===== src/rtl/alarm_pkg.sv =====
// alarm_pkg: shared state encoding, time type and range limits for the alarm responder
package alarm_pkg;

    typedef enum logic [1:0] {
        IDLE    = 2'd0,
        ARMED   = 2'd1,
        RINGING = 2'd2,
        SNOOZED = 2'd3
    } state_t;

    localparam logic [7:0] HR_LAST  = 8'd23;
    localparam logic [7:0] MIN_LAST = 8'd59;
    localparam logic [7:0] SEC_LAST = 8'd59;

    typedef struct packed {
        logic [7:0] hr;
        logic [7:0] min;
        logic [7:0] sec;
    } time_t;

    function automatic logic time_valid(input time_t t);
        return (t.hr <= HR_LAST) && (t.min <= MIN_LAST) && (t.sec <= SEC_LAST);
    endfunction

endpackage


===== src/rtl/alarm_time_add_min.sv =====
// alarm_time_add_min: adds a fixed number of minutes to a time, wrapping minutes into hours and 23h into 0h
import alarm_pkg::*;

module alarm_time_add_min #(
    parameter int ADD_MIN = 5
) (
    input  time_t i_time,
    output time_t o_time
);

    logic [8:0] w_sum;

    // Both operands are at most 59, so a single subtraction of 60 always lands back in range
    always_comb begin
        w_sum  = {1'b0, i_time.min} + 9'(ADD_MIN);
        o_time = i_time;
        if (w_sum > {1'b0, MIN_LAST}) begin
            o_time.min = 8'(w_sum - 9'd60);
            o_time.hr  = (i_time.hr == HR_LAST) ? 8'd0 : i_time.hr + 8'd1;
        end else begin
            o_time.min = w_sum[7:0];
        end
    end

endmodule


===== src/rtl/alarm_responder.sv =====
// alarm_responder: holds the alarm time, rings on a tick-aligned match and handles snooze, dismiss and timeout
import alarm_pkg::*;

module alarm_responder #(
    parameter int SNOOZE_MIN     = 5,
    parameter int RING_TIMEOUT_S = 60,
    parameter int MAX_SNOOZE     = 3
) (
    input  logic       clk,
    input  logic       clr_n,
    input  logic       tick_1s,
    input  logic [7:0] hr,
    input  logic [7:0] min,
    input  logic [7:0] sec,
    input  logic       arm,
    input  logic       set_en,
    input  logic [7:0] set_hr,
    input  logic [7:0] set_min,
    input  logic [7:0] set_sec,
    input  logic       snooze_btn,
    input  logic       dismiss_btn,
    output logic [7:0] alm_hr,
    output logic [7:0] alm_min,
    output logic [7:0] alm_sec,
    output logic       ringing,
    output logic       armed,
    output logic [1:0] snooze_cnt,
    output logic       set_err
);

    localparam int RCW = $clog2(RING_TIMEOUT_S + 1);

    state_t         r_state, w_state_nxt;
    time_t          r_alm, w_alm_nxt;
    time_t          r_wake, w_wake_nxt;
    time_t          w_now, w_set, w_snz;
    logic [RCW-1:0] r_ring_cnt, w_ring_cnt_nxt;
    logic [1:0]     r_snooze_cnt, w_snooze_cnt_nxt;
    logic           r_set_err, w_set_err_nxt;
    logic           w_match, w_timeout, w_can_snooze, w_set_ok;

    assign w_now        = {hr, min, sec};
    assign w_set        = {set_hr, set_min, set_sec};
    assign w_match      = tick_1s && (w_now == r_wake);
    assign w_timeout    = tick_1s && (r_ring_cnt == RCW'(RING_TIMEOUT_S - 1));
    assign w_can_snooze = r_snooze_cnt < 2'(MAX_SNOOZE);
    assign w_set_ok     = ((r_state == IDLE) || (r_state == ARMED)) && time_valid(w_set);

    alarm_time_add_min #(.ADD_MIN(SNOOZE_MIN)) u_snz (
        .i_time (r_wake),
        .o_time (w_snz)
    );

    // Next-state logic; arm=0 overrides everything, then dismiss, timeout, snooze and match in that order
    always_comb begin
        w_state_nxt      = r_state;
        w_alm_nxt        = r_alm;
        w_wake_nxt       = r_wake;
        w_ring_cnt_nxt   = r_ring_cnt;
        w_snooze_cnt_nxt = r_snooze_cnt;
        w_set_err_nxt    = 1'b0;
        if (!arm) begin
            w_state_nxt      = IDLE;
            w_snooze_cnt_nxt = 2'd0;
            w_wake_nxt       = r_alm;
        end else begin
            case (r_state)
                IDLE: w_state_nxt = ARMED;
                ARMED: begin
                    if (w_match) begin
                        w_state_nxt    = RINGING;
                        w_ring_cnt_nxt = '0;
                    end
                end
                RINGING: begin
                    if (tick_1s) w_ring_cnt_nxt = r_ring_cnt + RCW'(1);
                    if (dismiss_btn || w_timeout) begin
                        w_state_nxt      = ARMED;
                        w_snooze_cnt_nxt = 2'd0;
                        w_wake_nxt       = r_alm;
                    end else if (snooze_btn && w_can_snooze) begin
                        w_state_nxt      = SNOOZED;
                        w_snooze_cnt_nxt = r_snooze_cnt + 2'd1;
                        w_wake_nxt       = w_snz;
                    end
                end
                SNOOZED: begin
                    if (dismiss_btn) begin
                        w_state_nxt      = ARMED;
                        w_snooze_cnt_nxt = 2'd0;
                        w_wake_nxt       = r_alm;
                    end else if (w_match) begin
                        w_state_nxt    = RINGING;
                        w_ring_cnt_nxt = '0;
                    end
                end
                default: w_state_nxt = IDLE;
            endcase
        end
        if (set_en) begin
            if (w_set_ok) begin
                w_alm_nxt  = w_set;
                w_wake_nxt = w_set;
            end else begin
                w_set_err_nxt = 1'b1;
            end
        end
    end

    // State and datapath registers with asynchronous clear
    always_ff @(posedge clk or negedge clr_n) begin
        if (!clr_n) begin
            r_state      <= IDLE;
            r_alm        <= '0;
            r_wake       <= '0;
            r_ring_cnt   <= '0;
            r_snooze_cnt <= 2'd0;
            r_set_err    <= 1'b0;
        end else begin
            r_state      <= w_state_nxt;
            r_alm        <= w_alm_nxt;
            r_wake       <= w_wake_nxt;
            r_ring_cnt   <= w_ring_cnt_nxt;
            r_snooze_cnt <= w_snooze_cnt_nxt;
            r_set_err    <= w_set_err_nxt;
        end
    end

    assign ringing    = (r_state == RINGING);
    assign armed      = (r_state != IDLE);
    assign snooze_cnt = r_snooze_cnt;
    assign set_err    = r_set_err;
    assign alm_hr     = r_alm.hr;
    assign alm_min    = r_alm.min;
    assign alm_sec    = r_alm.sec;

endmodule


===== config.mk =====
export PLATFORM = sky130hd
export DESIGN_NAME = alarm_responder
export DESIGN_NICKNAME = d
export VERILOG_FILES = /design/src/rtl/alarm_pkg.sv /design/src/rtl/alarm_time_add_min.sv /design/src/rtl/alarm_responder.sv
export SDC_FILE = /design/constraint.sdc
export NUM_CORES = 1
export LEC_CHECK = 0
export BUFFER_PORTS_ARGS = -buffer_cell sky130_fd_sc_hd__buf_4
export CORE_MARGIN = 4
export CORE_UTILIZATION = 40
export DETAILED_ROUTE_END_ITERATION = 6
export SLEW_MARGIN = 10
export SYNTH_ARGS = -nofsm -noshare
export SYNTH_HDL_FRONTEND = slang
export SYNTH_HIERARCHICAL = 1
export SYNTH_SLANG_ARGS = --single-unit
export TNS_END_PERCENT = 1

===== constraint.sdc =====
create_clock -name clk -period 2.55 [get_ports clk]
set_input_delay 0.51 -clock clk [delete_from_list [all_inputs] [get_ports clk]]
set_output_delay 0.51 -clock clk [all_outputs]
set_load 0.03 [all_outputs]

==> results of run 1 <==
==> per-layer routing <==
layer	vias up	wire, um	GRT usage
met4	0	129	0.0658
met3	12	618	0.0376
met2	118	5260	0.303
met1	1749	5370	0.284
met5	-	0	0
li1	1802	-	-
==> through the flow <==
| stage | cells | util | hold slack (ps) |
|---|---|---|---|
| 3_3_place_gp | 671 | 0.495 | 487 |
| 3_5_place_dp | 671 | 0.495 | 496 |
| 2_1_floorplan | 458 | - | 214 |
| 4_1_cts | 689 | 0.520 | 261 |
| 6_report | 691 | 0.527 | 220 |
| 5_1_grt | 691 | 0.527 | 311 |
==> what timing repair did <==
action / 4_1_cts / 5_1_grt
buffers inserted: 2 / 2
resized for setup: 1 / 12
endpoints found under the setup margin: 2 / 8
pin swaps: 0 / 7
==> sequential cells by signal (all words and copies together), names as in the netlist <==
register and count:
r_wake 24, alm_min 8, set_err 1, r_ring_cnt 6, r_state 2, alm_sec 8, alm_hr 8, snooze_cnt 2
==> worst max-delay path, cell delays in order, from the launching register on <==
cell	delay (ps)
dfrtp_2	460
ha_4	200
xor2_4	150
ha_2	180
nand2_1	50
o211a_1	150
and3_4	180
or2_4	280
mux2_4	310
nand2_2	70
a21oi_2	60
a221oi_2	190
a21oi_2	80
==> power groups by stage <==
| stage | Clock (uW) | Sequential, uW | Combinational, uW |
|---|---|---|---|
| finish | 987 | 1030 | 441 |
| global route | 1050 | 1030 | 482 |
| CTS | 1010 | 1030 | 433 |
| detailed placement | 0 | 1050 | 427 |
| global placement | 0 | 1040 | 422 |
| floorplan | 0 | 1070 | 199 |
==> cell families after synthesis <==
logic type / synth area share
XOR/XNOR: 0.0844
adder cells (fa/ha/maj): 0.0217
multiplexers: 0.0155
flip-flops: 0.366
AO/OA/AOI/OAI: 0.211
buffers and inverters: 0.0667
AND/OR/NAND/NOR: 0.234
==> placed cells by master (no fill, tap or decap), types with 13 or more instances in the layout <==
master and instances:
xor2_1 19, nor2_1 36, a21oi_1 34, dfrtp_1 56, a21oi_2 13, nand2_1 101, xnor2_1 17, a221oi_2 13
buf_4 116
==> Yosys cell counts, types with 4 or more instances <==
master,instances
buf_6,9
a221oi_2,13
nor2_1,37
buf_4,9
and2_1,8
nand2b_1,4
a31oi_1,5
xnor2_1,18
a21oi_2,10
a221oi_1,6
nor4_1,6
clkbuf_1,9
dfrtp_1,59
ha_1,7
a21oi_1,38
and3_1,4
o21ai_0,7
nand3_1,4
nand2_1,103
nand4_1,6
buf_2,5
xor2_1,19
nor3_1,7
inv_1,9
a222oi_1,5
==> final timing paths <==
| kind | from | to | slack (ps) | depth (start not counted) |
|---|---|---|---|---|
| max | r_wake[8] | r_wake[17] | 80 | 12 |
| max reg2reg | r_wake[8] | r_wake[17] | 80 | 12 |
| max in group asynchronous | clr_n | r_wake[9] | 1760 | 1 |
| min | clr_n | r_ring_cnt[5] | 220 | 1 |
| min in group clk | set_sec[0] | alm_sec[0] | 370 | 3 |
| min reg2reg | alm_sec[0] | alm_sec[0] | 510 | 2 |
==> layout make-up <==
| type | instances | area (sq um) |
|---|---|---|
| tap | 133 | 166 |
| fill | 940 | 4620 |
| timing repair buffer | 116 | 871 |
| clock inverter | 7 | 100 |
| clock buffer | 9 | 124 |
| multi-input combinational | 356 | 2370 |
| inverter | 11 | 41.3 |
| sequential | 59 | 1480 |
==> results.cfg, run 1 <==
[floorplan]
die_w_um = 108
dieHeight_um = 108
rows = 36
die_area_sq_um = 11700
coreArea_sq_um = 9770
io_pins = 84
initial_core_util = 0.412

[worst_setup_path]
crit_arrival_ps = 2690
worstPathRequired_ps = 2770
worstSetupStartpointType = flip-flop
crit_fanout = 5
cp-end-kind = flip-flop
path_class = flip-flop to flip-flop

[drt]
routedWlPerCell_um = 16.5
initialDrtViolationCount = 175
drt_first_pass_iters = 5
final_antenna_net_count = 0
num_vias = 3681
routed_wl_mm = 11.4
vias_per_cell = 5.33
drcViolationCount = 0

[global_route]
grt_overflow = 0
grt_max_degree = 60
antenna_found_initial = 0
grt_pass1_wl_mm = 18.4
track_usage = 0.199
grt_pass1_vias = 3558

[pwr]
power.switching_uw = 714
p_comb_frac = 0.180
p_clk_frac = 0.402
swShare = 0.291
p_leak_uw = 0.00245
peakVddDrop_mv = 0.227
finalPower_uw = 2450
p_per_area_nw_per_um2 = 476
power_frac_seq = 0.418
p_int_uw = 1740

[timing]
finClkSkew_ps = 10.9
hold_viol_final = 0
fin_setup_tns_ps = 0
setup_ws_ps = 81.6
worst_pin_slew_ps = 971
finalMaxSlewViolations = 0
setup_viol = 0
slew_headroom = 0.347
fmax_mhz = 405
min_period_ps = 2470
min_period_over_period = 0.968

[clock_tree]
cts_max_level = 3
cts_tree = yes
clk_pin_slew_ps = 80
cts_buffers = 9
clock_path_buffers = 2
clockRootBuffer = clkbuf_8
clock_latency_ps = 350
ctsHoldBuffers = 0
clock_sinks = 59

[synthesis]
synth_top_area_share = 0.366
synth.area.top_cells = dfrtp_1 37%, nand2_1 9.6%, a221oi_2 4.8%
ys_types = 65
synth-async-reset-ratio = 1.00
synth_cells = 458
synth_top_area_cell = dfrtp_1
syn-cell-area_sq_um = 4030
syn_area_per_cell_sq_um = 8.80
ys_ff_latch = 59
syn-num-nets = 520
ys_seq_area_frac = 0.366
synthFlopType = dfrtp_1
synth_edf_count = 0
ys_warn_count = 6

[place]
placed_area_sq_um = 4840
gp_congestion = 0.913
numPortBuffers = 83
place_ws_ps = -16.9
hpwlAfterDp_mm = 8.27

[final_layout]
drive_above_1_share = 0.348
final_net_count = 615
area_growth_syn_to_layout_pct = 27.9
n_antenna_cell = 0
final_area_sq_um = 5150

[outcome]
outcome = finished clean

[min_path]
hold_class = input port to asynchronous set/reset pin

[run]
maxCapViolCount = 0
Note: power is estimated with default switching activity, not from simulation.
==> run 2: changes to the inputs <==
--- a/config.mk
+++ b/config.mk
@@ -5,9 +5,12 @@
 export SDC_FILE = /design/constraint.sdc
 export NUM_CORES = 1
 export LEC_CHECK = 0
+export ABC_AREA = 1
 export BUFFER_PORTS_ARGS = -buffer_cell sky130_fd_sc_hd__buf_4
+export CORE_ASPECT_RATIO = 1.25
 export CORE_MARGIN = 4
 export CORE_UTILIZATION = 40
+export CTS_CLUSTER_SIZE = 14
 export DETAILED_ROUTE_END_ITERATION = 6
 export SLEW_MARGIN = 10
 export SYNTH_ARGS = -nofsm -noshare
==> run 2 against run 1 <==
  * First-iteration DRC count grew 110%
  * Clock power grew 17%
  * Via count grew 30%
  * Sequential share of layout area shrank 2.5 points
  * Utilization shrank 1.9 points
==> results.cfg, run 2 <==
[outcome]
outcome = finished clean

[synthesis]
synth.area.top_cells = dfrtp_1 33%, nand2_1 20%, nand3_1 8.7%
synth-simple-area-share = 0.411
synth_compound_gate_area_share = 0.0682
synth.area.mux_share = 0.0174
synth_top_area_share = 0.326
synth-async-reset-ratio = 1.00
synth_top_family_by_area = simple AND/OR/NAND/NOR gates
ys_warn_count = 6
synth_top_area_cell = dfrtp_1
synth_adder_area_share = 0.0193
synth_cells = 696
ys_types = 41
syn_area_per_cell_sq_um = 6.51
ys_ff_latch = 59
ys_seq_area_frac = 0.326
yosysMostFrequentCell = nand2_1
synthFlopType = dfrtp_1
syn-num-nets = 758
syn-cell-area_sq_um = 4530
synthTopCellsByCount = 247 x nand2_1, 82 x inv_1, 79 x nand3_1
synth-xor-area-share = 0.0386
synth_edf_count = 0

[clock_tree]
clock_latency_ps = 340
cts_buffers = 9
cts_max_level = 3
cts_tree = yes
clock_path_buffers = 2
clockRootBuffer = clkbuf_16
clock_sinks = 59
clk_pin_slew_ps = 60
ctsHoldBuffers = 0

[floorplan]
io_pins = 84
die_area_sq_um = 13100
dieHeight_um = 127
coreArea_sq_um = 11100
initial_core_util = 0.409
rows = 43
die_w_um = 103

[drt]
final_antenna_net_count = 0
drcViolationCount = 0
routed_wl_mm = 14.5
vias_per_cell = 5.17
routedWlPerCell_um = 15.7
num_vias = 4773
initialDrtViolationCount = 362
drt_first_pass_iters = 5

[place]
dp.cells = 900
hpwlAfterDp_mm = 10.7
gp_congestion = 0.940
numPortBuffers = 83
placed_area_sq_um = 5270

[timing]
min_period_ps = 2370
slew_headroom = 0.459
rsz0062_at_grt = no
fin_setup_tns_ps = 0
worst_pin_slew_ps = 811
min_period_over_period = 0.929
finalMaxSlewViolations = 0
finClkSkew_ps = 5.46
hold_viol_final = 0
fmax_mhz = 422
setup_viol = 0

[worst_setup_path]
crit_arrival_ps = 2590
cp_cell_sequence = ha_1, nand2_1, inv_1, nor2_2, ha_1, nand2_1, nand2_1, inv_2, nand3_4, nand2_4, nand2_1, nand2_1, mux2_2, nand2_1, nand3_1, nand2_1, nand2_1
crit_top_cell = nand2_1
reg2reg_from = r_wake[8]
path_class = flip-flop to flip-flop
ff2ff_path_depth = 17
crit_path_top_delay_cell = dfrtp_2
crit_end = r_wake[16]
crit_fanout = 7
worstPathRequired_ps = 2770
r2r_setup_slack_ps = 180
cp-end-kind = flip-flop
startpoint = r_wake[8]
slowest_delay_ps = 450
regToRegEndpoint = r_wake[16]
worstSetupStartpointType = flip-flop

[final_layout]
drive_above_1_share = 0.207
n_antenna_cell = 0
largest_reg_flops = 24
final_cell_mix = 246 x nand2_1, 105 x buf_4, 82 x inv_1
final_util = 0.509
final_area_sq_um = 5640
nFillCells = 1166
finalNonFillerCells = 924
regMostFlops = r_wake
area_growth_syn_to_layout_pct = 24.4
final_net_count = 846
final_common_cell = nand2_1

[min_path]
hold_class = input port to asynchronous set/reset pin

[global_route]
grt_overflow = 0
antenna_found_initial = 0
grt_max_degree = 60
track_usage = 0.229
grt_pass1_vias = 4425
grt_pass1_wl_mm = 23.2

[pwr]
p_per_area_nw_per_um2 = 534
peakVddDrop_mv = 0.327
p_leak_uw = 0.00305

[run]
maxCapViolCount = 0
[run 2: cell count changes after synthesis, sizes merged, moves of 14 or more]
cell,previous run,this run
o21ai,7,22
nor2,38,58
nand2,103,256
inv,11,92
a221oi,19,0
a21oi,48,11
nand3,5,81
nand4,6,20
[run 2: layout make-up]
class	count	area [sq um]	share of cell area
timing repair buffer	106	808	0.143
sequential	59	1480	0.262
clock buffer	14	264	0.0468
clock inverter	2	10.0	0.00178
tap	135	169	0.0300
multi-input combinational	513	2550	0.452
inverter	95	359	0.0637
[run 2: stage by stage]
step | power (uW) | hold slack [ps] | worst slack, ps
floorplan | 1570 | 214 | 361
global placement | 1840 | 480 | 159
detailed placement | 1840 | 484 | 109
CTS | 2990 | 315 | 79.4
global route | 3170 | 338 | 4.59
finish | 3010 | 244 | 181
[run 2: worst min-delay path by stage]
stage	end	slack (ps)
2_1_floorplan	alm_hr[0]	210
4_1_cts	r_wake[8]	320
3_3_place_gp	alm_hr[6]	480
6_report	r_ring_cnt[5]	240
3_5_place_dp	alm_hr[6]	480
5_1_grt	r_ring_cnt[5]	340
[run 2: timing repair]
| action | CTS | global route |
|---|---|---|
| endpoints found under the setup margin | 0 | 14 |
| resized for setup | 0 | 6 |
| setup buffers | 0 | 6 |
[run 2: worst max-delay path: cells and delay by family, from the launching register on]
| family | cells | cell delay [ps] |
|---|---|---|
| simple gates | 12 | 990 |
| buf+inv | 2 | 100 |
| mux | 1 | 260 |
| flops | 1 | 450 |
| fa+ha+maj | 2 | 450 |
[run 2: layer usage]
metal,vias to the layer above,part of all wire,track usage
met2,162,0.47,0.353
met4,0,0.030,0.0907
met1,2215,0.44,0.318
li1,2369,-,-
met3,27,0.059,0.0377
met5,-,0,0
[run 2: logic make-up after synthesis]
family / count (synthesis)
AOI/OAI and AO/OA: 52
xor gates and xnor gates: 20
adders and majority gates: 7
buffers and inverters: 126
DFF: 59
muxes: 7
and+or+nand+nor: 425
[run 2: report_power, final]
part | switching [uW] | internal [uW] | total (uW)
clock network | 438 | 708 | 1150
logic | 493 | 314 | 807
registers | 63.7 | 996 | 1060
